**src/rtl/axilite_arbiter.sv**
```systemverilog
// Two-master AXI4-Lite arbiter onto one shared slave port. One transaction is in
// flight at a time; masters alternate round-robin and a write beats a read from the same master.
module axilite_arbiter #(
  parameter int AW = 64,
  parameter int DW = 64
) (
  input  logic            clk,
  input  logic            nreset,
  // master 0
  input  logic [AW-1:0]   m0_axi_awaddr,
  input  logic [2:0]      m0_axi_awprot,
  input  logic            m0_axi_awvalid,
  output logic            m0_axi_awready,
  input  logic [DW-1:0]   m0_axi_wdata,
  input  logic [DW/8-1:0] m0_axi_wstrb,
  input  logic            m0_axi_wvalid,
  output logic            m0_axi_wready,
  output logic [1:0]      m0_axi_bresp,
  output logic            m0_axi_bvalid,
  input  logic            m0_axi_bready,
  input  logic [AW-1:0]   m0_axi_araddr,
  input  logic [2:0]      m0_axi_arprot,
  input  logic            m0_axi_arvalid,
  output logic            m0_axi_arready,
  output logic [DW-1:0]   m0_axi_rdata,
  output logic [1:0]      m0_axi_rresp,
  output logic            m0_axi_rvalid,
  input  logic            m0_axi_rready,
  // master 1
  input  logic [AW-1:0]   m1_axi_awaddr,
  input  logic [2:0]      m1_axi_awprot,
  input  logic            m1_axi_awvalid,
  output logic            m1_axi_awready,
  input  logic [DW-1:0]   m1_axi_wdata,
  input  logic [DW/8-1:0] m1_axi_wstrb,
  input  logic            m1_axi_wvalid,
  output logic            m1_axi_wready,
  output logic [1:0]      m1_axi_bresp,
  output logic            m1_axi_bvalid,
  input  logic            m1_axi_bready,
  input  logic [AW-1:0]   m1_axi_araddr,
  input  logic [2:0]      m1_axi_arprot,
  input  logic            m1_axi_arvalid,
  output logic            m1_axi_arready,
  output logic [DW-1:0]   m1_axi_rdata,
  output logic [1:0]      m1_axi_rresp,
  output logic            m1_axi_rvalid,
  input  logic            m1_axi_rready,
  // shared slave
  output logic [AW-1:0]   s_axi_awaddr,
  output logic [2:0]      s_axi_awprot,
  output logic            s_axi_awvalid,
  input  logic            s_axi_awready,
  output logic [DW-1:0]   s_axi_wdata,
  output logic [DW/8-1:0] s_axi_wstrb,
  output logic            s_axi_wvalid,
  input  logic            s_axi_wready,
  input  logic [1:0]      s_axi_bresp,
  input  logic            s_axi_bvalid,
  output logic            s_axi_bready,
  output logic [AW-1:0]   s_axi_araddr,
  output logic [2:0]      s_axi_arprot,
  output logic            s_axi_arvalid,
  input  logic            s_axi_arready,
  input  logic [DW-1:0]   s_axi_rdata,
  input  logic [1:0]      s_axi_rresp,
  input  logic            s_axi_rvalid,
  output logic            s_axi_rready
);

  typedef enum logic [1:0] {IDLE = 2'd0, WRITE = 2'd1, READ = 2'd2} state_t;

  state_t state_r, state_s;
  logic   prio_r, prio_s;
  logic   grant_id_r, grant_id_s;
  logic   aw_done_r, aw_done_s;
  logic   w_done_r, w_done_s;
  logic   ar_done_r, ar_done_s;

  logic m0_wr_s, m0_req_s, m1_wr_s, m1_req_s, win_s, win_wr_s;
  logic in_wr_s, in_rd_s;
  logic aw_hs_s, w_hs_s, ar_hs_s, b_vld_s, r_vld_s;

  logic [AW-1:0]   g_awaddr_s, g_araddr_s;
  logic [2:0]      g_awprot_s, g_arprot_s;
  logic [DW-1:0]   g_wdata_s;
  logic [DW/8-1:0] g_wstrb_s;
  logic            g_bready_s, g_rready_s;

  assign m0_wr_s  = m0_axi_awvalid & m0_axi_wvalid;
  assign m0_req_s = m0_wr_s | m0_axi_arvalid;
  assign m1_wr_s  = m1_axi_awvalid & m1_axi_wvalid;
  assign m1_req_s = m1_wr_s | m1_axi_arvalid;

  // Preferred master wins when it requests; otherwise the other master takes it.
  assign win_s    = prio_r ? m1_req_s : ~m0_req_s;
  assign win_wr_s = win_s ? m1_wr_s : m0_wr_s;

  assign g_awaddr_s = grant_id_r ? m1_axi_awaddr : m0_axi_awaddr;
  assign g_awprot_s = grant_id_r ? m1_axi_awprot : m0_axi_awprot;
  assign g_wdata_s  = grant_id_r ? m1_axi_wdata  : m0_axi_wdata;
  assign g_wstrb_s  = grant_id_r ? m1_axi_wstrb  : m0_axi_wstrb;
  assign g_bready_s = grant_id_r ? m1_axi_bready : m0_axi_bready;
  assign g_araddr_s = grant_id_r ? m1_axi_araddr : m0_axi_araddr;
  assign g_arprot_s = grant_id_r ? m1_axi_arprot : m0_axi_arprot;
  assign g_rready_s = grant_id_r ? m1_axi_rready : m0_axi_rready;

  assign in_wr_s = (state_r == WRITE);
  assign in_rd_s = (state_r == READ);

  // Slave side: everything zero outside its own transaction type.
  assign s_axi_awaddr  = in_wr_s ? g_awaddr_s : {AW{1'b0}};
  assign s_axi_awprot  = in_wr_s ? g_awprot_s : 3'b000;
  assign s_axi_awvalid = in_wr_s & ~aw_done_r;
  assign s_axi_wdata   = in_wr_s ? g_wdata_s : {DW{1'b0}};
  assign s_axi_wstrb   = in_wr_s ? g_wstrb_s : {(DW/8){1'b0}};
  assign s_axi_wvalid  = in_wr_s & ~w_done_r;
  assign s_axi_bready  = in_wr_s & g_bready_s;
  assign s_axi_araddr  = in_rd_s ? g_araddr_s : {AW{1'b0}};
  assign s_axi_arprot  = in_rd_s ? g_arprot_s : 3'b000;
  assign s_axi_arvalid = in_rd_s & ~ar_done_r;
  assign s_axi_rready  = in_rd_s & g_rready_s;

  assign aw_hs_s = s_axi_awvalid & s_axi_awready;
  assign w_hs_s  = s_axi_wvalid & s_axi_wready;
  assign ar_hs_s = s_axi_arvalid & s_axi_arready;
  assign b_vld_s = in_wr_s & s_axi_bvalid;
  assign r_vld_s = in_rd_s & s_axi_rvalid;

  // Master side: only the granted master sees readies and responses.
  assign m0_axi_awready = ~grant_id_r & aw_hs_s;
  assign m0_axi_wready  = ~grant_id_r & w_hs_s;
  assign m0_axi_arready = ~grant_id_r & ar_hs_s;
  assign m0_axi_bvalid  = ~grant_id_r & b_vld_s;
  assign m0_axi_bresp   = (~grant_id_r & in_wr_s) ? s_axi_bresp : 2'b00;
  assign m0_axi_rvalid  = ~grant_id_r & r_vld_s;
  assign m0_axi_rresp   = (~grant_id_r & in_rd_s) ? s_axi_rresp : 2'b00;
  assign m0_axi_rdata   = (~grant_id_r & in_rd_s) ? s_axi_rdata : {DW{1'b0}};

  assign m1_axi_awready = grant_id_r & aw_hs_s;
  assign m1_axi_wready  = grant_id_r & w_hs_s;
  assign m1_axi_arready = grant_id_r & ar_hs_s;
  assign m1_axi_bvalid  = grant_id_r & b_vld_s;
  assign m1_axi_bresp   = (grant_id_r & in_wr_s) ? s_axi_bresp : 2'b00;
  assign m1_axi_rvalid  = grant_id_r & r_vld_s;
  assign m1_axi_rresp   = (grant_id_r & in_rd_s) ? s_axi_rresp : 2'b00;
  assign m1_axi_rdata   = (grant_id_r & in_rd_s) ? s_axi_rdata : {DW{1'b0}};

  // State, grant and per-channel done flags.
  always_ff @(posedge clk) begin
    if (!nreset) begin
      state_r    <= IDLE;
      prio_r     <= 1'b0;
      grant_id_r <= 1'b0;
      aw_done_r  <= 1'b0;
      w_done_r   <= 1'b0;
      ar_done_r  <= 1'b0;
    end else begin
      state_r    <= state_s;
      prio_r     <= prio_s;
      grant_id_r <= grant_id_s;
      aw_done_r  <= aw_done_s;
      w_done_r   <= w_done_s;
      ar_done_r  <= ar_done_s;
    end
  end

  // Arbitration and transaction-completion next-state logic.
  always_comb begin
    state_s    = state_r;
    prio_s     = prio_r;
    grant_id_s = grant_id_r;
    aw_done_s  = aw_done_r;
    w_done_s   = w_done_r;
    ar_done_s  = ar_done_r;
    case (state_r)
      IDLE: begin
        if (m0_req_s | m1_req_s) begin
          grant_id_s = win_s;
          state_s    = win_wr_s ? WRITE : READ;
        end else begin
          state_s = IDLE;
        end
      end
      WRITE: begin
        aw_done_s = aw_done_r | aw_hs_s;
        w_done_s  = w_done_r | w_hs_s;
        if (s_axi_bvalid & g_bready_s) begin
          state_s   = IDLE;
          prio_s    = ~grant_id_r;
          aw_done_s = 1'b0;
          w_done_s  = 1'b0;
        end else begin
          state_s = WRITE;
        end
      end
      READ: begin
        ar_done_s = ar_done_r | ar_hs_s;
        if (s_axi_rvalid & g_rready_s) begin
          state_s   = IDLE;
          prio_s    = ~grant_id_r;
          ar_done_s = 1'b0;
        end else begin
          state_s = READ;
        end
      end
      default: begin
        state_s   = IDLE;
        aw_done_s = 1'b0;
        w_done_s  = 1'b0;
        ar_done_s = 1'b0;
      end
    endcase
  end

endmodule

```
**config.mk**
```make
export PLATFORM = sky130hd
export DESIGN_NAME = axilite_arbiter
export DESIGN_NICKNAME = d
export VERILOG_FILES = /design/src/rtl/axilite_arbiter.sv
export SDC_FILE = /design/constraint.sdc
export NUM_CORES = 1
export LEC_CHECK = 0
export ABC_CLOCK_PERIOD_IN_PS = 1900
export CAP_MARGIN = 20
export CORE_AREA = 2 2 335 337
export DETAILED_ROUTE_END_ITERATION = 10
export DIE_AREA = 0 0 337 339
export DONT_BUFFER_PORTS = 1
export GPL_TIMING_DRIVEN = 0
export PLACE_DENSITY = 0.3
export RECOVER_POWER = 100
export SLEW_MARGIN = 20
export SYNTH_ARGS = -nofsm -noshare
export SYNTH_HDL_FRONTEND = slang
export SYNTH_SLANG_ARGS = --single-unit
```
**constraint.sdc**
```tcl
create_clock -name clk -period 1.9 [get_ports clk]
set_clock_uncertainty 0.15 [all_clocks]
set_input_delay 0.38 -clock clk [delete_from_list [all_inputs] [get_ports clk]]
set_output_delay 0.38 -clock clk [all_outputs]
set_load 0.02 [all_outputs]
```
=== Word-level counts from Yosys, hierarchy flattened ===
Index checks and enable logic that the tools add are counted.

* Equality and inequality tests: 4
* Muxes and demuxes: 36
* Bitwise gates (word level): 39
* Reduce and logical (&&, ||, !) cells: 6

{| class="wikitable"
|+ Operator list
! cell !! number
|-
| 64-bit two-way mux || 8
|-
| 1-bit bitwise AND || 28
|-
| 8-bit two-way mux || 2
|-
| 2-bit two-way mux || 7
|-
| 3-bit two-way mux || 4
|-
| 1-bit two-way mux || 10
|-
| 1-bit one-hot mux with 2 select lines || 4
|-
| 1-bit OR || 6
|-
| 2-bit one-hot mux with 3 select lines || 1
|-
| 1-bit NOT || 5
|-
| 2-bit by 1-bit != test with 1-bit output (second input constant) || 2
|-
| 2-bit OR reduction || 2
|-
| 3-bit AND reduction || 1
|-
| 2-bit by 1-bit equality test with 1-bit output (second input constant) || 1
|-
| 2-bit equality test (second input constant) || 1
|-
| 2-bit logical NOT || 1
|-
| 2-bit AND reduction || 1
|-
| 2-bit nonzero test || 1
|}

* Register bits after elaboration: 7
* Input bits: 497
* Output and inout bits: 357
* Logic and storage cells: 91

=== Depth between registers and ports, before layout ===
* Depth after elaboration: 8
* Gate-level depth with buffers: 7
* Gate-level depth less buffers: 6

=== Worst setup path before layout ===
Ideal clock, no wire load.

* Path type: reg2out
* From: register state_r[1]
* To: output m1_axi_awready
* Data arrival time: 1.515 ns
* Slack: -0.145 ns
* Cell stages (with the launch flop): 7
* Path buffers: 2
* Cell sequence: dfxtp_1 -> inv_1 -> ha_1 -> buf_2 -> clkbuf_1 -> nand2_1 -> nor3b_1

* Word-level cells in the longest chain between the ends: 4

{| class="wikitable"
|+ RTL lines
! element !! RTL line !! source
|-
| start: declaration || 73 || <nowiki>state_t state_r, state_s;</nowiki>
|-
| start signal: assignment || 159 || <nowiki>state_r <= state_s;</nowiki>
|-
| 2-bit by 1-bit equality test with 1-bit output || 108 || <nowiki>assign in_wr_s = (state_r == WRITE);</nowiki>
|-
| 1-bit bitwise AND || 114 || <nowiki>assign s_axi_awvalid = in_wr_s & ~aw_done_r;</nowiki>
|-
| 1-bit bitwise AND || 124 || <nowiki>assign aw_hs_s = s_axi_awvalid & s_axi_awready;</nowiki>
|-
| 1-bit bitwise AND || 140 || <nowiki>assign m1_axi_awready = grant_id_r & aw_hs_s;</nowiki>
|-
| end: declaration || 33 || <nowiki>output logic m1_axi_awready,</nowiki>
|}

No other way between the ends.

=== Worst setup path in the final report ===
* From: register grant_id_r
* To: output s_axi_araddr[12]

* Word-level cells in the longest chain between the ends: 2

{| class="wikitable"
|+ RTL lines
! element !! RTL line !! source
|-
| start: declaration || 75 || <nowiki>logic grant_id_r, grant_id_s;</nowiki>
|-
| start signal: assignment || 161 || <nowiki>grant_id_r <= grant_id_s;</nowiki>
|-
| 64-bit two-way mux || 104 || <nowiki>assign g_araddr_s = grant_id_r ? m1_axi_araddr : m0_axi_araddr;</nowiki>
|-
| 64-bit two-way mux || 119 || <nowiki>assign s_axi_araddr = in_rd_s ? g_araddr_s : {AW{1'b0}};</nowiki>
|-
| end: declaration || 61 || <nowiki>output logic [AW-1:0] s_axi_araddr,</nowiki>
|}

No other way between the ends.

==> results <==
[final cells by class]
type / count / area [um2] / share of cell area, %
multi-input cells: 607 / 8747 / 65.42
well taps: 1488 / 1862 / 13.92
repair buffers: 79 / 1299 / 9.713
plain buffers: 68 / 1197 / 8.955
flip-flops and latches: 7 / 148.9 / 1.114
clock buffers: 4 / 78.83 / 0.5895
inverters: 5 / 23.77 / 0.1778
diodes: 6 / 15.01 / 0.1123
[cell usage after synthesis]
| cell | n |
|---|---|
| nor2b_1 | 213 |
| mux2i_1 | 209 |
| and3_1 | 72 |
| and2_1 | 70 |
| clkbuf_1 | 35 |
| buf_6 | 20 |
| buf_2 | 9 |
| dfxtp_1 | 7 |
| a21oi_1 | 6 |
| nand2_1 | 6 |
| nor2_1 | 6 |
| inv_1 | 5 |
| buf_4 | 4 |
| ha_1 | 4 |
| o21ai_0 | 4 |
| clkbuf_2 | 3 |
| nand3_1 | 3 |
| a21bo_2 | 2 |
| a31oi_1 | 2 |
| nand2b_1 | 2 |
| nor3_1 | 2 |
| nor3b_1 | 2 |
| o21ai_2 | 2 |
| a21boi_0 | 1 |
| nor2b_2 | 1 |
[state kept, by name, indices dropped and copies added (netlist names)]
name        cells
grant_id_r      1
aw_done_r       1
state_r         2
w_done_r        1
ar_done_r       1
prio_r          1
[metal layers]
metal	global-route usage [%]	routed length (um)	part of all wire [%]
met5	0	92	0.13
met4	2.474	1984	2.8
met3	3.901	7029	9.9
met2	18.38	33160	47
met1	13.91	28750	40
[metrics by stage]
stage / instance area, um2 / worst slack (ns) / total power [mW] / instances / hold WS (ns)
3_3_place_gp: 7442 / -1.574 / 4.404 / 2178 / 0.3334
3_5_place_dp: 7445 / -1.235 / 4.471 / 2178 / 0.3481
5_1_grt: 13370 / -0.4080 / 8.696 / 2263 / 0.1536
2_1_floorplan: 5580 / 0.01160 / 2.997 / 690 / 0.3115
4_1_cts: 11380 / -0.3874 / 7.266 / 2221 / 0.1464
6_report: 13370 / -0.3637 / 8.360 / 2264 / 0.1435
[report_power, final]
| part | switching, mW | internal (mW) | leakage, nW | total, mW |
|---|---|---|---|---|
| clock network | 0.0903 | 0.280 | 0.0382 | 0.371 |
| logic | 4.02 | 3.78 | 3.57 | 7.79 |
| registers | 0.0260 | 0.170 | 0.0589 | 0.196 |
[worst max path at each step]
stage / endpoint / slack [ns] / cells after the start
2_1_floorplan: m1_axi_awready / 0.01 / 6
3_3_place_gp: s_axi_awprot[2] / -1.57 / 5
3_5_place_dp: s_axi_araddr[3] / -1.24 / 5
4_1_cts: s_axi_araddr[8] / -0.39 / 6
5_1_grt: s_axi_awaddr[44] / -0.41 / 5
6_report: s_axi_araddr[12] / -0.36 / 5
[what timing repair did]
item                                    CTS  global route
gates cloned                             16            18
gates resized for setup                 784           399
endpoints found under the setup margin  359           357
pin swaps                                56            35
setup buffers                            23            27
[kinds of logic after synthesis]
logic type	count (synthesis)	synth area share, %
compound gates	17	2.076
fa+ha+maj	4	0.9658
buf+inv	76	8.981
flops	7	2.704
mux	209	40.37
simple gates	377	44.91
==> impl_metrics.py <==
metrics = {
    "placed_design": {
        "hpwl_mm": 60.70,
        "port_buffers": 0,
        "gp_congestion": 0.9017,
    },
    "worst_setup_path": {
        "cpMostUsedCell": "buf_12",
        "start_kind": "flip-flop",
        "r2r-end": "prio_r",
        "r2r_start": "grant_id_r",
        "worstSetupPathType": "flip-flop to primary output",
        "crit_arrival_ns": 1.73,
        "critPathMaxFanout": 10,
        "slowest_stage": "mux2i_2",
        "crit_buf_inv": 3,
        "cp_top_family": "buffers and inverters",
        "worstPathRequired_ns": 1.37,
        "end_kind": "primary output",
        "rr_worst_depth": 8,
        "critPathLaunch": "grant_id_r",
        "crit_chain": "buf_12 > buf_16 > buf_12 > mux2i_2 > nor2b_4",
        "r2r_setup_slack_ns": 0.12,
        "critPathMaxStageDelay_ns": 0.39,
    },
    "logic_synthesis": {
        "synth_area_mm2": 0.005182,
        "synth-seq-cells": 7,
        "yosys.area.top_type": "mux2i_1",
        "synth_nets": 1191,
        "avgSynthCellArea_um2": 7.511,
        "synth-seq-area-share_pct": 2.704,
        "synthCells": 690,
        "synthTopCellsByArea": "mux2i_1 40%, nor2b_1 26%, and3_1 8.7%",
        "synth_warnings": 0,
        "synth.top_cell.area_share_pct": 40.37,
        "synth_cell_types": 25,
    },
    "global_route": {
        "overflow": 0,
        "antenna_found_initial": 7,
        "grt_max_degree": 11,
        "grt_pass1_wl_mm": 80.12,
        "grt_pass1_vias": 6424,
        "grt.total_usage_pct": 11.18,
    },
    "final_layout": {
        "fill_cells": 12427,
        "finish.utilization_pct": 12.12,
        "final_common_cell": "nor2b_4",
        "layout-drive-gt1-share_pct": 91.56,
        "final_cell_mix": "193 x nor2b_4, 154 x mux2i_4, 70 x and2_4",
        "final_nets": 1272,
        "syn2layout_area_growth_pct": 158.0,
    },
    "floorplanning": {
        "io_pins": 854,
        "dieWidth_um": 337,
        "dieHeight_um": 339,
        "row_count": 122,
        "start_util_pct": 4.696,
        "coreArea_mm2": 0.1104,
        "die_area_mm2": 0.1142,
    },
    "pwr": {
        "vdd_ir_drop_max_mv": 0.3063,
        "p_leak_nw": 3.668,
        "powerDensity_mw_per_mm2": 625.2,
    },
    "detailed_routing": {
        "viasPerCell": 2.733,
        "via_count": 6188,
        "drtAntennaViolNets": 0,
        "wirelength_mm": 71.01,
        "drt_iter0_drc": 207,
        "route.detailed.drc": 0,
        "dr.pass1.iters": 4,
        "routedWlPerCell_um": 31.37,
    },
    "timing": {
        "grt_setup_unrepaired": "yes",
        "hold_viol": 0,
        "relSlewSlack_pct": 63.09,
        "setup_tns_ns": -82.99,
        "fmax_mhz": 441.8,
        "fin_ws_ns": -0.3637,
        "period_share_pct": 119.1,
        "setup-violations-final": 356,
        "post-route-min-period_ns": 2.264,
        "slew_viol_final": 0,
        "tightest_slew_ns": 0.5531,
    },
    "cts": {
        "cts_htree_levels": 1,
        "path_clk_slew_ns": 0.04,
        "cts_tree": "built",
        "clockRootBuffer": "clkbuf_16",
        "clkLatencyLatePin_ns": 0.23,
        "cts_buffers": 3,
        "clkSinkCount": 7,
        "holdBufCountCts": 0,
        "clockBufferDepth": 2,
    },
    "outcome": {
        "outcome": "finished, violations left",
        "violations": "setup timing",
    },
    "flow_run": {
        "drv_cap": 0,
    },
    "hold_path": {
        "hp-class": "input port to flip-flop",
        "min_to": "grant_id_r",
        "worstHoldStart": "nreset",
        "whs_path_depth": 1,
    },
}
No activity file was read; power rests on OpenSTA's default activity.
